[src/rtl/uart_pkg.sv]
// Shared UART definitions: receiver FSM encoding, frame width, line idle level.
package uart_pkg;

    typedef enum logic [1:0] {
        IDLE  = 2'd0,
        START = 2'd1,
        DATA  = 2'd2,
        STOP  = 2'd3
    } rx_state_t;

    localparam int   DATA_BITS  = 8;
    localparam logic IDLE_LEVEL = 1'b1;

endpackage

[src/rtl/uart_rx_sync.sv]
// Two-flop synchroniser for the serial line. Both flops reset to the idle
// level so a reset never produces a spurious start detect.
module uart_rx_sync
    import uart_pkg::*;
(
    input  logic i_CLK,
    input  logic i_RESET_N,
    input  logic i_D,
    output logic o_Q
);

    logic meta;

    // Shift the raw line through two flops.
    always_ff @(posedge i_CLK or negedge i_RESET_N) begin
        if (!i_RESET_N) begin
            meta <= IDLE_LEVEL;
            o_Q  <= IDLE_LEVEL;
        end else begin
            meta <= i_D;
            o_Q  <= meta;
        end
    end

endmodule

[src/rtl/uart_receiver.sv]
// 8N1 UART receiver with valid/ready byte output, framing-error and overrun
// pulses. Define UART_RX_SYNC_EN to put a two-flop synchroniser on i_RX;
// without it i_RX must come from the i_CLK domain.
module uart_receiver
    import uart_pkg::*;
#(
    parameter int CLKS_PER_BIT = 1
) (
    input  logic       i_CLK,
    input  logic       i_RESET_N,
    input  logic       i_RX,
    input  logic       i_DATA_READY,
    output logic [7:0] o_DATA,
    output logic       o_DATA_VALID,
    output logic       o_RX_BUSY,
    output logic       o_FRAME_ERR,
    output logic       o_OVERRUN
);

    localparam int CW   = (CLKS_PER_BIT > 1) ? $clog2(CLKS_PER_BIT) : 1;
    localparam int HALF = (CLKS_PER_BIT - 1) / 2;
    localparam logic [CW-1:0] HALF_C = CW'(HALF);
    localparam logic [CW-1:0] LAST_C = CW'(CLKS_PER_BIT - 1);

    logic rx_s;

`ifdef UART_RX_SYNC_EN
    uart_rx_sync u_sync (
        .i_CLK     (i_CLK),
        .i_RESET_N (i_RESET_N),
        .i_D       (i_RX),
        .o_Q       (rx_s)
    );
`else
    assign rx_s = i_RX;
`endif

    rx_state_t              state, state_nxt;
    logic [CW-1:0]          cnt, cnt_nxt;
    logic [2:0]             bit_cnt, bit_nxt;
    logic [DATA_BITS-1:0]   shreg, shreg_nxt;
    logic                   stop_smp;
    logic                   stop_ok;
    logic                   load;

    // FSM and datapath registers.
    always_ff @(posedge i_CLK or negedge i_RESET_N) begin
        if (!i_RESET_N) begin
            state   <= IDLE;
            cnt     <= '0;
            bit_cnt <= '0;
            shreg   <= '0;
        end else begin
            state   <= state_nxt;
            cnt     <= cnt_nxt;
            bit_cnt <= bit_nxt;
            shreg   <= shreg_nxt;
        end
    end

    // Next-state: start confirm at mid-bit, then one sample per bit period.
    always_comb begin
        state_nxt = state;
        cnt_nxt   = cnt;
        bit_nxt   = bit_cnt;
        shreg_nxt = shreg;
        stop_smp  = 1'b0;
        case (state)
            IDLE: begin
                if (rx_s != IDLE_LEVEL) begin
                    cnt_nxt   = '0;
                    state_nxt = (HALF == 0) ? DATA : START;
                end
            end
            START: begin
                if (cnt == HALF_C) begin
                    cnt_nxt   = '0;
                    state_nxt = (rx_s != IDLE_LEVEL) ? DATA : IDLE;
                end else begin
                    cnt_nxt = cnt + 1'b1;
                end
            end
            DATA: begin
                if (cnt == LAST_C) begin
                    cnt_nxt            = '0;
                    shreg_nxt[bit_cnt] = rx_s;
                    bit_nxt            = bit_cnt + 3'd1;
                    if (bit_cnt == 3'(DATA_BITS - 1))
                        state_nxt = STOP;
                end else begin
                    cnt_nxt = cnt + 1'b1;
                end
            end
            STOP: begin
                if (cnt == LAST_C) begin
                    cnt_nxt   = '0;
                    stop_smp  = 1'b1;
                    state_nxt = IDLE;
                end else begin
                    cnt_nxt = cnt + 1'b1;
                end
            end
            default: state_nxt = IDLE;
        endcase
    end

    // A good stop bit loads only if the output slot is free or being drained.
    assign stop_ok = stop_smp && (rx_s == IDLE_LEVEL);
    assign load    = stop_ok && (!o_DATA_VALID || i_DATA_READY);

    // Registered outputs: byte slot, handshake and one-cycle status pulses.
    always_ff @(posedge i_CLK or negedge i_RESET_N) begin
        if (!i_RESET_N) begin
            o_DATA       <= 8'h00;
            o_DATA_VALID <= 1'b0;
            o_RX_BUSY    <= 1'b0;
            o_FRAME_ERR  <= 1'b0;
            o_OVERRUN    <= 1'b0;
        end else begin
            if (load)
                o_DATA <= shreg;
            if (load)
                o_DATA_VALID <= 1'b1;
            else if (o_DATA_VALID && i_DATA_READY)
                o_DATA_VALID <= 1'b0;
            o_RX_BUSY   <= (state_nxt != IDLE);
            o_FRAME_ERR <= stop_smp && !stop_ok;
            o_OVERRUN   <= stop_ok && !load;
        end
    end

endmodule

[config.mk]
export PLATFORM = sky130hd
export DESIGN_NAME = uart_receiver
export DESIGN_NICKNAME = d
export VERILOG_FILES = /design/src/rtl/uart_pkg.sv /design/src/rtl/uart_rx_sync.sv /design/src/rtl/uart_receiver.sv
export SDC_FILE = /design/constraint.sdc
export NUM_CORES = 1
export LEC_CHECK = 0
export BUFFER_PORTS_ARGS = -buffer_cell sky130_fd_sc_hd__buf_4
export CAP_MARGIN = 10
export CORE_MARGIN = 5
export CORE_UTILIZATION = 53
export CTS_CLUSTER_DIAMETER = 120
export CTS_CLUSTER_SIZE = 16
export DETAILED_ROUTE_END_ITERATION = 8
export PLACE_DENSITY = 0.78
export SLEW_MARGIN = 20
export SYNTH_ARGS = -nofsm -noshare
export SYNTH_HDL_FRONTEND = slang
export SYNTH_SLANG_ARGS = --single-unit
export TNS_END_PERCENT = 20
[constraint.sdc]
create_clock -name i_CLK -period 1.6 [get_ports i_CLK]
set_input_delay 0.16 -clock i_CLK [delete_from_list [all_inputs] [get_ports i_CLK]]
set_output_delay 0.16 -clock i_CLK [all_outputs]
set_load 0.02 [all_outputs]
==> impl_metrics.csv, run 1 <==
group,metric,value,unit
timing,finalCritPeriodShare,85.5,%
floorplan,rows,15,
global_route,grt_max_degree,25,
critical_path,max_stage_delay,0.46,ns
routing,detail-route-antenna-nets,0,
floorplan,die_area,2820,µm²
timing,fin_setup_tns,0,ns
clock_network,clkSinkCount,24,
synthesis,synthesis.area,986,µm²
floorplan,die_w,53.1,µm
global_route,antenna_found_initial,0,
finish,num-nets-final,94,
routing,first_iter_violations,1,
synthesis,synth_edf_count,0,
synthesis,synth_top_family_by_area,"multiplexers",
clock_network,root_buffer,"clkbuf_4",
synthesis,yosysTopAreaCellShare,60.9,%
synthesis,yosys.area_share.simple,12.2,%
global_route,grt.total_usage,13.0,%
clock_network,numCtsBuffers,3,
global_route,grt_pass1_vias,604,
power,ir_drop,1.03,mV
finish,antenna_cells,0,
synthesis,ys_warn_count,0,
critical_path,cp_max_fo,8,
critical_path,critPathArrivalTime,1.55,ns
floorplan,start_util,56.5,%
power,power_leakage,0.533,nW
floorplan,dieHeight,53.1,µm
synthesis,synth_top_flop_cell,"dfrtp_1",
timing,skew,0.00510,ns
power,p_clk_share,10.7,%
synthesis,synth_area_leaders,"dfrtp_1 (61%), mux2_1 (17%), mux2_2 (3.4%), ha_1 (2.5%), nand3b_1 (2.3%)",
clock_network,htreeDepth,1,
synthesis,synth_cells,70,
routing,post_drt_wl_per_cell,13.1,µm
placed_design,numPortBuffers,15,
global_route,grt_pass1_wl,2650,µm
clock_network,postCtsSetupBuffers,0,
timing,fmax,731,MHz
timing,hold_ws,0.0824,ns
synthesis,yosysSeqAreaShare,60.9,%
power,p_int,1.44,mW
synthesis,synth_area_leader_cell,"dfrtp_1",
floorplan,core_area,1750,µm²
routing,dr.pass1.iters,3,
clock_network,tritoncts,"built",
flow_run,drv_cap,0,
power,powerDensity,1920,nW/µm²
synthesis,syn_avg_cell_area,14.1,µm²
synthesis,synthAdderAreaFrac,2.54,%
placed_design,routabilityCongestion,0.735,
power,seq_power_share,49.5,%
critical_path,worstPathCellList,"nand3_1, nor2b_1, buf_4, mux2_1",
global_route,overflow,0,
timing,slew_violations,0,
clock_network,clockBufferDepth,2,
timing,min_period,1.37,ns
routing,routed_via_density,5.12,
routing,routed_wl,1450,µm
timing,setup_viol,0,
synthesis,synth_compound_area_share,0,%
power,switching_share,35.0,%
timing,tightestPinTransition,0.296,ns
clock_network,clock_latency,0.29,ns
synthesis,ys_ff_latch,24,
synthesis,async_flop_share,100,%
critical_path,worst_setup_path_start_kind,"flip-flop",
synthesis,synth_fp_nets,76,
synthesis,synth_mux_area_share,21.6,%
critical_path,critical_path_class,"reg2reg",
min_path,worstHoldPathType,"in2reg",
clock_network,path_clk_slew,0.11,ns
routing,drc_errors,0,
critical_path,cp_slowest_cell,"dfrtp_1",
timing,slew_headroom,80.2,%
synthesis,synth.distinct_cells,20,
synthesis,synth-xor-area-share,0.888,%
finish,layout-drive-gt1-share,26.7,%
floorplan,io_pins,16,
placed_design,hpwl,1100,µm
power,power_frac_comb,39.8,%
finish,syn2layout_area_growth,16.8,%
routing,vias,568,
power,p_sw,775,µW
critical_path,worstSetupEndpointType,"flip-flop",
timing,hold_viol_final,0,
critical_path,critical_path_required,1.79,ns
timing,rsz0062_at_grt,"no",
run_status,outcome,"finished, final reports clean",
[synthesized netlist by cell type, types with 2 or more instances]
master,instances
clkbuf_1,3
dfrtp_1,24
ha_1,2
mux2_1,15
mux2_2,3
nand2_1,3
nand3_1,2
nand3b_1,3
nor2_1,3
nor3b_1,2
[power by group through the flow]
stage / sequential (mW) / combinational, mW / clock [mW]
after floorplan: 1.17 / 0.513 / 0
after global placement: 1.10 / 0.869 / 0
after detailed placement: 1.12 / 0.895 / 0
after CTS: 1.10 / 0.898 / 0.248
after global routing: 1.15 / 0.990 / 0.271
final: 1.10 / 0.880 / 0.237
[critical path, delay by kind of cell (launching register included)]
| family | cells | cell delay [ns] |
|---|---|---|
| buffers and inverters | 1 | 0.18 |
| flip-flops | 1 | 0.46 |
| multiplexers | 1 | 0.34 |
| AND/OR/NAND/NOR | 2 | 0.29 |
[metal layers]
metal,vias to the layer above,GRT usage (%),part of all wire (%),wire [µm]
met4,0,3.83,0.83,12
met5,-,0,0,0
met1,284,16.1,44,632
met3,2,2.54,4.2,61
met2,8,22.7,51,744
li1,274,-,-,-
[cells by family (layout without fill, tap and decap cells)]
kind of cell,Yosys count,after routing
flops,24,24
mux,19,19
buf+inv,4,20
fa+ha+maj,2,2
xor+xnor,1,1
simple gates,20,20
[layout by cell type, fill, tap and decap left out]
cell type	Yosys	layout
clkbuf_4	0	3
nand4_1	1	1
dfrtp_1	24	24
nand3_1	2	2
nand2b_1	1	1
nand2_1	3	3
mux2i_1	1	1
nor2_1	3	3
dlygate4sd3_1	0	1
nor2b_1	1	1
nor3_1	1	1
ha_1	2	2
xor2_1	1	1
nor3b_2	1	1
mux2_2	3	3
and2_1	1	1
mux2_1	15	15
nand3b_1	3	3
and2b_1	1	1
nor3b_1	2	2
buf_4	1	16
[metrics by stage]
step                instances  instance area (µm²)  util, %  worst slack (ns)  power, mW
floorplan                  70                  986        -             0.218       1.69
global placement          107                 1120     64.1             0.233       1.97
detailed placement        107                 1120     64.1             0.236       2.01
CTS                       111                 1150     65.9             0.214       2.25
global route              111                 1150     65.9            0.0800       2.41
finish                    111                 1150     65.9             0.233       2.21
[what timing repair did]
item                                   CTS  global route
resized for setup                        0             0
endpoints found under the hold margin   24             0
hold buffers                             1             0
[layout make-up]
class / count / area, µm²
clock buffer: 3 / 22.5
fill: 144 / 594
multi-input combinational: 42 / 367
sequential: 24 / 601
tap: 25 / 31.3
timing repair buffer: 17 / 130
[worst paths after layout]
kind	to	slack [ns]	cells past startpoint	start
worst max-delay path	o_DATA[5]	0.23	4	o_RX_BUSY
worst min-delay path	o_FRAME_ERR	0.08	2	i_RX
worst max register to register	o_DATA[5]	0.23	4	o_RX_BUSY
worst min register to register	o_DATA[6]	0.50	1	o_DATA[6]
max in group asynchronous	shreg[0]	1.08	2	i_RESET_N
min in group asynchronous	o_OVERRUN	0.29	2	i_RESET_N
[registers in the layout, indices dropped and copies added, names as in the netlist]
name          cells
bit_cnt           3
o_DATA            8
o_DATA_VALID      1
o_FRAME_ERR       1
o_OVERRUN         1
o_RX_BUSY         1
shreg             8
state             1
Power figures use the tool's default switching activity.
==> run 2: changes to the inputs <==
--- a/config.mk
+++ b/config.mk
@@ -8,11 +8,11 @@
 export BUFFER_PORTS_ARGS = -buffer_cell sky130_fd_sc_hd__buf_4
 export CAP_MARGIN = 10
 export CORE_MARGIN = 5
-export CORE_UTILIZATION = 53
+export CORE_UTILIZATION = 57
 export CTS_CLUSTER_DIAMETER = 120
 export CTS_CLUSTER_SIZE = 16
 export DETAILED_ROUTE_END_ITERATION = 8
-export PLACE_DENSITY = 0.78
+export PLACE_DENSITY = 0.82
 export SLEW_MARGIN = 20
 export SYNTH_ARGS = -nofsm -noshare
 export SYNTH_HDL_FRONTEND = slang
==> constraint.sdc (replaced) <==
create_clock -name i_CLK -period 1.65 [get_ports i_CLK]
set_input_delay 0.165 -clock i_CLK [delete_from_list [all_inputs] [get_ports i_CLK]]
set_output_delay 0.165 -clock i_CLK [all_outputs]
set_load 0.02 [all_outputs]
==> run 2 against run 1 <==
Compared with the run above:
- worst hold slack worse by 0.0070 ns
- fmax down 2.7%
- clock skew up 0.0039 ns
- non-clock buffer count unchanged
- die area down 5.7%
- clock-buffer cell count up 1
- largest cell class unchanged
- sequential power down 4%
- global-route usage up 1.6 points
- sequential share of layout area down 0.17 points
- core utilization up 2.4 points
- routed wire length up 4.7%
==> impl_metrics.csv, run 2 (synthesis gave the netlist of run 1 again) <==
group,metric,value,unit
power,ir_drop,0.994,mV
global_route,grt_max_degree,25,
timing,setup_viol,0,
floorplan,die_area,2660,µm²
global_route,grt.total_usage,14.6,%
placed_design,numPortBuffers,15,
routing,post_drt_wl_per_cell,14.6,µm
floorplan,start_util,58.4,%
routing,drc_errors,0,
power,seq_power_share,47.6,%
floorplan,die_w,51.6,µm
routing,detail-route-antenna-nets,0,
clock_network,numCtsBuffers,3,
timing,slew_headroom,80.0,%
timing,fin_setup_tns,0,ns
clock_network,postCtsSetupBuffers,0,
power,switching_share,35.0,%
finish,layout_commonest_cell,"dfrtp_1",
floorplan,core_area,1690,µm²
floorplan,dieHeight,51.6,µm
placed_design,hpwl,1080,µm
timing,hold_viol_final,0,
global_route,antenna_found_initial,0,
run_status,outcome,"finished, final reports clean",
timing,tightestPinTransition,0.301,ns
finish,finish.utilization,68.4,%
critical_path,worstSetupEndpointType,"flip-flop",
clock_network,root_buffer,"clkbuf_4",
critical_path,critical_path_required,1.85,ns
placed_design,routabilityCongestion,0.713,
critical_path,critPathArrivalTime,1.60,ns
clock_network,path_clk_slew,0.13,ns
power,power_leakage,0.540,nW
routing,dr.pass1.iters,4,
routing,routed_wl,1520,µm
finish,layout_common_cells,"dfrtp_1 (24), buf_4 (16), mux2_1 (15)",
min_path,hold_depth,2,
global_route,grt_pass1_vias,637,
critical_path,critical_path_class,"reg2reg",
critical_path,worst_setup_path_start_kind,"flip-flop",
min_path,worstHoldPathType,"in2reg",
global_route,grt_pass1_wl,2870,µm
timing,fmax,712,MHz
timing,rsz0062_at_grt,"no",
clock_network,clock_latency,0.31,ns
flow_run,drv_cap,0,
routing,routed_via_density,5.62,
power,p_sw,777,µW
routing,vias,584,
floorplan,rows,15,
power,power_frac_comb,38.8,%
critical_path,reg2regPathDepth,4,
power,powerDensity,1930,nW/µm²
finish,num-nets-final,94,
timing,min_period,1.40,ns
finish,layout-drive-gt1-share,27.6,%
clock_network,cts_resized,0,
clock_network,htreeDepth,1,
finish,reg_top3,"o_DATA (8), shreg (8), bit_cnt (3)",
power,p_int,1.45,mW
clock_network,tritoncts,"built",
finish,antenna_cells,0,
finish,syn2layout_area_growth,17.1,%
timing,skew,0.00900,ns
power,p_clk_share,13.6,%
floorplan,io_pins,16,
timing,finalCritPeriodShare,85.1,%
global_route,overflow,0,
routing,first_iter_violations,3,
critical_path,cp_max_fo,8,
clock_network,clockBufferDepth,2,
clock_network,clkSinkCount,24,
timing,slew_violations,0,
## run 2: final timing paths
check / startpoint / end / slack (ns)
worst max register to register: o_RX_BUSY / o_DATA[3] / 0.25
worst max-delay path: o_RX_BUSY / o_DATA[3] / 0.25
max in group asynchronous: i_RESET_N / o_DATA[3] / 1.15
worst min register to register: o_DATA[1] / o_DATA[1] / 0.50
min in group asynchronous: i_RESET_N / o_DATA[2] / 0.27
worst min-delay path: i_RX / o_FRAME_ERR / 0.08
## run 2: power by group through the flow
stage	logic [mW]	registers [mW]	clock network, mW
final	0.863	1.06	0.302
after global routing	0.968	1.11	0.349
after CTS	0.882	1.06	0.317
after detailed placement	0.879	1.07	0
after global placement	0.841	1.06	0
after floorplan	0.497	1.14	0
## run 2: stage by stage
stage | instances | hold WS [ns] | power, mW | setup slack [ns] | area (µm²)
after global routing | 104 | 0.0596 | 2.43 | 0.0891 | 1150
final | 104 | 0.0753 | 2.22 | 0.245 | 1150
after detailed placement | 99 | 0.0761 | 1.95 | 0.238 | 1110
after floorplan | 70 | -0.131 | 1.64 | 0.268 | 986
after CTS | 104 | 0.0592 | 2.26 | 0.211 | 1150
after global placement | 99 | 0.0725 | 1.90 | 0.305 | 1110
## run 2: final cells by class
cell class / instances / area (µm²)
sequential: 24 / 601
fill: 126 / 534
multi-input combinational: 42 / 367
timing repair buffer: 17 / 130
clock buffer: 4 / 36.3
tap: 17 / 21.3
## run 2: critical path, cell delays in order (launching register included)
cell     delay, ns
dfrtp_1       0.47
nand3_1       0.16
nor2b_1       0.14
buf_4         0.18
mux2_1        0.33
## run 2: per-layer routing
| metal | track usage (%) | vias to the layer above | share of wire [%] |
|---|---|---|---|
| met5 | 0 | - | 0 |
| met4 | 7.86 | 0 | 1.9 |
| met3 | 2.58 | 4 | 5.8 |
| met2 | 23.9 | 15 | 49 |
| met1 | 18.2 | 289 | 43 |
| li1 | - | 276 | - |
## run 2: timing repair
action | 4_1_cts | 5_1_grt
hold endpoints to repair | 24 | 0
hold buffers | 1 | 0
setup endpoints to repair | 0 | 0
